==> config.mk <==
export PLATFORM = sky130hd
export DESIGN_NAME = alu_acc_sequencer_flat
export DESIGN_NICKNAME = d
export VERILOG_FILES = /design/src/rtl/alu_acc_sequencer_if.sv /design/src/rtl/alu_acc_sequencer.sv /design/src/flat_wrapper.sv
export SDC_FILE = /design/constraint.sdc
export NUM_CORES = 1
export LEC_CHECK = 0
export BUFFER_PORTS_ARGS = -buffer_cell sky130_fd_sc_hd__buf_4
export CAP_MARGIN = 5
export CELL_PAD_IN_SITES_DETAIL_PLACEMENT = 1
export CELL_PAD_IN_SITES_GLOBAL_PLACEMENT = 1
export CORE_MARGIN = 1.5
export CORE_UTILIZATION = 36
export DETAILED_ROUTE_END_ITERATION = 10
export PLACE_DENSITY = 0.84
export SLEW_MARGIN = 10
export SYNTH_ARGS = -nofsm -noshare
export SYNTH_HDL_FRONTEND = slang
export SYNTH_SLANG_ARGS = --single-unit
export TNS_END_PERCENT = 30
==> constraint.sdc <==
create_clock -name clk -period 3.62 [get_ports clk]
set_input_delay 0.181 -clock clk [delete_from_list [all_inputs] [get_ports clk]]
set_output_delay 0.181 -clock clk [all_outputs]
set_load 0.01 [all_outputs]
==> src/rtl/alu_acc_sequencer_if.sv <==
// Command handshake bundle for alu_acc_sequencer: one command per valid/ready handshake.
interface alu_acc_sequencer_if #(
  parameter int unsigned WIDTH = 8
);
  logic             cmd_valid;
  logic             cmd_ready;
  logic [1:0]       cmd_op;
  logic             cmd_load;
  logic [WIDTH-1:0] cmd_operand;

  modport master (
    output cmd_valid,
    output cmd_op,
    output cmd_load,
    output cmd_operand,
    input  cmd_ready
  );

  modport slave (
    input  cmd_valid,
    input  cmd_op,
    input  cmd_load,
    input  cmd_operand,
    output cmd_ready
  );
endinterface

==> src/rtl/alu_acc_sequencer.sv <==
// Accumulator sequencer around an external 8-bit combinational ALU.
// Optional overflow flag output enabled by defining ALU_ACC_OVF_FLAG_EN.
module alu_acc_sequencer #(
  parameter int unsigned WIDTH  = 8,
  parameter int unsigned SETTLE = 2,
  parameter int unsigned CNT_W  = 8
) (
  input  logic             clk,
  input  logic             rst,
  alu_acc_sequencer_if.slave cmd,
  output logic [WIDTH-1:0] alu_a,
  output logic [WIDTH-1:0] alu_b,
  output logic [1:0]       alu_sel,
  input  logic [WIDTH-1:0] alu_r,
  output logic [WIDTH-1:0] acc,
  output logic             zero,
  output logic             res_valid,
`ifdef ALU_ACC_OVF_FLAG_EN
  output logic             ovf,
`endif
  output logic [CNT_W-1:0] op_count
);

  typedef enum logic [1:0] {StIdle, StExec, StDone} state_e;

  state_e           state_q, state_d;
  logic [WIDTH-1:0] acc_q, acc_d;
  logic             zero_q, zero_d;
  logic [WIDTH-1:0] b_q, b_d;
  logic [1:0]       sel_q, sel_d;
  logic [3:0]       cnt_q, cnt_d;
  logic [CNT_W-1:0] count_q, count_d;
`ifdef ALU_ACC_OVF_FLAG_EN
  logic             ovf_q, ovf_d;
  logic             ovf_calc;
`endif

  always_ff @(posedge clk) begin
    if (rst) begin
      state_q <= StIdle;
      acc_q   <= '0;
      zero_q  <= 1'b1;
      b_q     <= '0;
      sel_q   <= 2'b00;
      cnt_q   <= '0;
      count_q <= '0;
`ifdef ALU_ACC_OVF_FLAG_EN
      ovf_q   <= 1'b0;
`endif
    end else begin
      state_q <= state_d;
      acc_q   <= acc_d;
      zero_q  <= zero_d;
      b_q     <= b_d;
      sel_q   <= sel_d;
      cnt_q   <= cnt_d;
      count_q <= count_d;
`ifdef ALU_ACC_OVF_FLAG_EN
      ovf_q   <= ovf_d;
`endif
    end
  end

`ifdef ALU_ACC_OVF_FLAG_EN
  // Signed overflow from operand/result MSBs; only add and sub can overflow.
  always_comb begin
    ovf_calc = 1'b0;
    unique case (sel_q)
      2'b00:   ovf_calc = (acc_q[WIDTH-1] == b_q[WIDTH-1]) && (alu_r[WIDTH-1] != acc_q[WIDTH-1]);
      2'b01:   ovf_calc = (acc_q[WIDTH-1] != b_q[WIDTH-1]) && (alu_r[WIDTH-1] != acc_q[WIDTH-1]);
      default: ovf_calc = 1'b0;
    endcase
  end
`endif

  always_comb begin
    state_d = state_q;
    acc_d   = acc_q;
    zero_d  = zero_q;
    b_d     = b_q;
    sel_d   = sel_q;
    cnt_d   = cnt_q;
    count_d = count_q;
`ifdef ALU_ACC_OVF_FLAG_EN
    ovf_d   = ovf_q;
`endif
    unique case (state_q)
      StIdle: begin
        if (cmd.cmd_valid) begin
          if (cmd.cmd_load) begin
            acc_d   = cmd.cmd_operand;
            zero_d  = (cmd.cmd_operand == '0);
`ifdef ALU_ACC_OVF_FLAG_EN
            ovf_d   = 1'b0;
`endif
            state_d = StDone;
          end else begin
            b_d     = cmd.cmd_operand;
            sel_d   = cmd.cmd_op;
            cnt_d   = 4'(SETTLE - 1);
            state_d = StExec;
          end
        end
      end
      StExec: begin
        if (cnt_q == '0) begin
          acc_d   = alu_r;
          zero_d  = (alu_r == '0);
`ifdef ALU_ACC_OVF_FLAG_EN
          ovf_d   = ovf_calc;
`endif
          state_d = StDone;
        end else begin
          cnt_d = cnt_q - 4'd1;
        end
      end
      StDone: begin
        count_d = count_q + 1'b1;
        state_d = StIdle;
      end
      default: state_d = StIdle;
    endcase
  end

  assign cmd.cmd_ready = (state_q == StIdle);
  assign res_valid     = (state_q == StDone);
  assign alu_a         = acc_q;
  assign alu_b         = b_q;
  assign alu_sel       = sel_q;
  assign acc           = acc_q;
  assign zero          = zero_q;
  assign op_count      = count_q;
`ifdef ALU_ACC_OVF_FLAG_EN
  assign ovf           = ovf_q;
`endif

endmodule

==> src/flat_wrapper.sv <==
// flat-port wrapper written by rule: the top's interface ports become plain ports
module alu_acc_sequencer_flat 
#(
  parameter int unsigned WIDTH  = 8,
  parameter int unsigned SETTLE = 2,
  parameter int unsigned CNT_W  = 8
)
  (clk, rst, alu_a, alu_b, alu_sel, alu_r, acc, zero, res_valid, op_count, cmd_cmd_valid, cmd_cmd_op, cmd_cmd_load, cmd_cmd_operand, cmd_cmd_ready);
  alu_acc_sequencer_if #(.WIDTH(WIDTH)) cmd_i ();
  input  logic clk;
  input  logic rst;
  output logic [WIDTH-1:0] alu_a;
  output logic [WIDTH-1:0] alu_b;
  output logic [1:0] alu_sel;
  input  logic [WIDTH-1:0] alu_r;
  output logic [WIDTH-1:0] acc;
  output logic zero;
  output logic res_valid;
  output logic [CNT_W-1:0] op_count;
  input wire logic [$bits(cmd_i.cmd_valid)-1:0] cmd_cmd_valid;
  input wire logic [$bits(cmd_i.cmd_op)-1:0] cmd_cmd_op;
  input wire logic [$bits(cmd_i.cmd_load)-1:0] cmd_cmd_load;
  input wire logic [$bits(cmd_i.cmd_operand)-1:0] cmd_cmd_operand;
  output wire logic [$bits(cmd_i.cmd_ready)-1:0] cmd_cmd_ready;
  assign cmd_i.cmd_valid = cmd_cmd_valid;
  assign cmd_i.cmd_op = cmd_cmd_op;
  assign cmd_i.cmd_load = cmd_cmd_load;
  assign cmd_i.cmd_operand = cmd_cmd_operand;
  assign cmd_cmd_ready = cmd_i.cmd_ready;
  alu_acc_sequencer #(.WIDTH(WIDTH), .SETTLE(SETTLE), .CNT_W(CNT_W)) u_core (.clk(clk), .rst(rst), .cmd(cmd_i), .alu_a(alu_a), .alu_b(alu_b), .alu_sel(alu_sel), .alu_r(alu_r), .acc(acc), .zero(zero), .res_valid(res_valid), .op_count(op_count));
endmodule
==> summary.md <==
| Metric | Value |
|---|---|
| WP data arrival | ~2.3 ns |
| Core area | ~4000 um^2 |
| Main flop type after synthesis | dfxtp_1 |
| Synth area leaders | dfxtp_1 44%, nand2_1 9.3%, nor2_1 5.8%, a21oi_1 4.7%, buf_4 4.0% |
| Gate Count Post-Synth | roughly 180 |
| Number of synthesized flops with an enable pin | 0 |
| P_leak | approximately 0.84 nW |
| Worst EP required | roughly 3.8 ns |
| Crit end category | flop |
| Seq/Total Area, Yosys | between 40 and 50% |
| Cts repair resizes | 0 |
| Syn nets | between 200 and 250 |
| Pin count of the biggest net entering global routing | 34 |
| Crit share post-route | a little under three fifths |
| Total Neg Setup Slack | 0 ns |
| Combinational Power Share | between 10% and 20% |
| Max Slew Vio Count | 0 |
| Die H | 67.39 um |
| Max_cap viols | 0 |
| Area Growth Syn to Fin | 32.69% |
| Slew of the pin with the lowest slew margin | between 0.7 and 0.8 ns |
| IO buf count | just under 60 |
| Syn_area_per_cell | 8.339 um^2 |
| Clk network pwr share | roughly 33% |
| Number of clock sinks | 33 |
| Crit Path Category | reg -> reg |
| Final setup fails | 0 |
| Synth warn | 0 |
| Setup repair bufs after CTS | 0 |
| Relative slew slack | roughly 50% |
| Status | completed |
| Flop2flop setup slack | approximately 1.6 ns |
| Max Buffers Root-to-Sink | 2 |
| HP Class | in -> reg |
| Num CTS Buffers | 5 |
| Top-count cell post-synth | nand2_1 |
| Share of the synthesized area in the top cell type | approximately 44% |
| Area of the multi-input gates | 720.7 um^2 |
| Final wirelength | slightly below 4 mm |
| Drt first-iter violations | 73 |
| Critical Path Fanout Max | 17 |
| Worst setup path startpoint | u_core.cnt_q[0]$_SDFFE_PP0P_ |
| Clk_lat worst skew | ~0.28 ns |
| GR Util met1 | between 20% and 30% |
| CTS tree | built |
| Cts hold-fix bufs | 0 |
| Antenna diodes | 0 |
| DP HPWL | 2.953 mm |
| FILL cells | approximately 470 |
| Vias in the first global route | roughly 1,300 |
| Clk root buf | clkbuf_8 |
| # rows | 23 |
| Pwr dens | ~420 nW/um^2 |
| Initial Util | between 30 and 40% |
| Syn Std Cell Area | about 1500 um^2 |
| Setup crit start kind | flop |
| Met3 Track Usage GR | under 10% |
| Asr flop ratio synth | 0% |
| CTS H-tree lvls | 2 |
| Switch Pwr | between 0.0002 and 0.00025 W |
| Max VDD drop | 0.2680 mV |
| Sw frac | between 20 and 30% |
| Tot GR Track Use | 18.33% |
| Vias per cell | between 4 and 5 |
| Worst reg-to-reg path cell count | 6 |
| FF/Latch Area | around 660 um^2 |
| Nets | around 250 |
| Commonest cells post-synth | 37 x nand2_1, 33 x dfxtp_1, 23 x nor2_1 |
| Die area | between 4000 and 5000 um^2 |
| CP endpoint | u_core.acc[3]$_SDFFE_PP0P_ |
| DR WL/cell | 14.02 um |
| Overflow after GRT | 0 |
| GR peak layer | met2 |
| RSZ-0062 raised after global routing | false |
| Clock Pin Slew Worst Setup and Hold Paths | around 0.07 ns |
| Drt first pass iters | 4 |
| Crit Reg-Reg Startpoint | u_core.cnt_q[0]$_SDFFE_PP0P_ |
| Tmin final | 2.058 ns |
| Util after Layout | about half |
| IO Count | just under 60 |
| Layout cell share with drive strength beyond 1 | 33.04% |
| Netlist cell types | 35 |
| Fmax | 485.9 MHz |
| Residual DRC count | 0 |
| Via count | 1,371 |
| Die Width | about 67 um |
| Global placer's final weighted congestion | about 0.78 |
| Clk_skew | between 0.006 and 0.007 ns |
| Initial antenna violation count | 0 |
| First-pass GRT wire length | about 6.3 mm |
| Final Hold Violating Endpoints | 0 |
| ANT nets after route | 0 |
| Hold WS | roughly 0.15 ns |
| Sequential power share | between 40 and 50% |
| Yosys top cell by area | dfxtp_1 |
| GR Layer Usage met2 | roughly a third |
| Int Pwr | between 0.0005 and 0.0006 W |
| Synthesis-stage register bit count | 33 |
| Reg-to-reg endpoint | u_core.acc[3]$_SDFFE_PP0P_ |
critical path, stage by stage, from the launching register on:
cell	delay (ns)
dfxtp_1	0.34
inv_1	0.09
ha_1	0.14
or3b_4	0.39
a211oi_4	0.66
nor2_1	0.08
a311oi_1	0.27
worst min path at each step:
stage | start | endpoint | slack, ns | cells past startpoint
floorplan | cmd_cmd_operand[0] | u_core.alu_b[0]$_SDFFE_PP0P_ | 0.32 | 2
global placement | cmd_cmd_op[1] | u_core.alu_sel[1]$_SDFFE_PP0P_ | 0.43 | 3
detailed placement | cmd_cmd_op[1] | u_core.alu_sel[1]$_SDFFE_PP0P_ | 0.44 | 3
CTS | cmd_cmd_op[1] | u_core.alu_sel[1]$_SDFFE_PP0P_ | 0.14 | 3
global route | cmd_cmd_op[0] | u_core.alu_sel[0]$_SDFFE_PP0P_ | 0.14 | 3
finish | cmd_cmd_op[1] | u_core.alu_sel[1]$_SDFFE_PP0P_ | 0.15 | 3
layer usage:
metal | routed length, um | up-vias
li1 | - | 688
met1 | 1736 | 643
met2 | 1948 | 34
met3 | 158 | 6
met4 | 41 | 0
met5 | 0 | -
flip-flops by register name (all words and copies together) (netlist names):
register / cells
u_core.alu_b: 8
u_core.state_q: 2
u_core.op_count: 8
u_core.acc: 8
u_core.alu_sel: 2
u_core.cnt_q: 4
u_core.zero: 1
through the flow:
step | total power (W) | setup WS (ns) | area [um^2] | std cells
5_1_grt | 0.0008751 | 1.358 | 1981 | 277
4_1_cts | 0.0008377 | 1.536 | 1981 | 277
3_5_place_dp | 0.0005680 | 1.549 | 1894 | 269
6_report | 0.0008270 | 1.562 | 1981 | 277
2_1_floorplan | 0.0005001 | 1.850 | 1493 | 179
3_3_place_gp | 0.0005627 | 1.639 | 1894 | 269
power by group through the flow:
stage	clock [W]	sequential [W]	combinational (W)
global route	0.000297	0.000405	0.000174
global placement	0	0.000408	0.000154
CTS	0.000278	0.000402	0.000158
detailed placement	0	0.000410	0.000158
floorplan	0	0.000415	0.0000853
finish	0.000269	0.000402	0.000156
kinds of logic after synthesis:
logic type	after synthesis	synth area share (%)
mux	4	2.850
simple gates	86	26.57
fa+ha+maj	3	2.515
compound gates	25	11.82
buf+inv	21	7.879
flops	33	44.26
xor+xnor	7	4.107
cells in the final DEF (no fill, tap or decap), drive strengths merged, types with 2 or more instances in the layout:
master  instances
ha              3
nor2           24
a311oi          7
and3            2
clkbuf          5
nand2          37
nor3            5
mux2            2
a21oi          14
nor2b           3
clkinv          2
dfxtp          33
nor4            2
xor2            6
nand4           4
mux2i           2
buf            59
inv             2
a211oi          2
final cells by class:
cell class / instances / area share (%)
multi-input cells: 125 / 36.39
clock inverters: 3 / 0.8844
flip-flops and latches: 33 / 33.35
clock buffers: 5 / 3.474
repair buffers: 59 / 22.36
inverters: 2 / 0.3790
well taps: 50 / 3.159
Power figures use the tool's default switching activity.
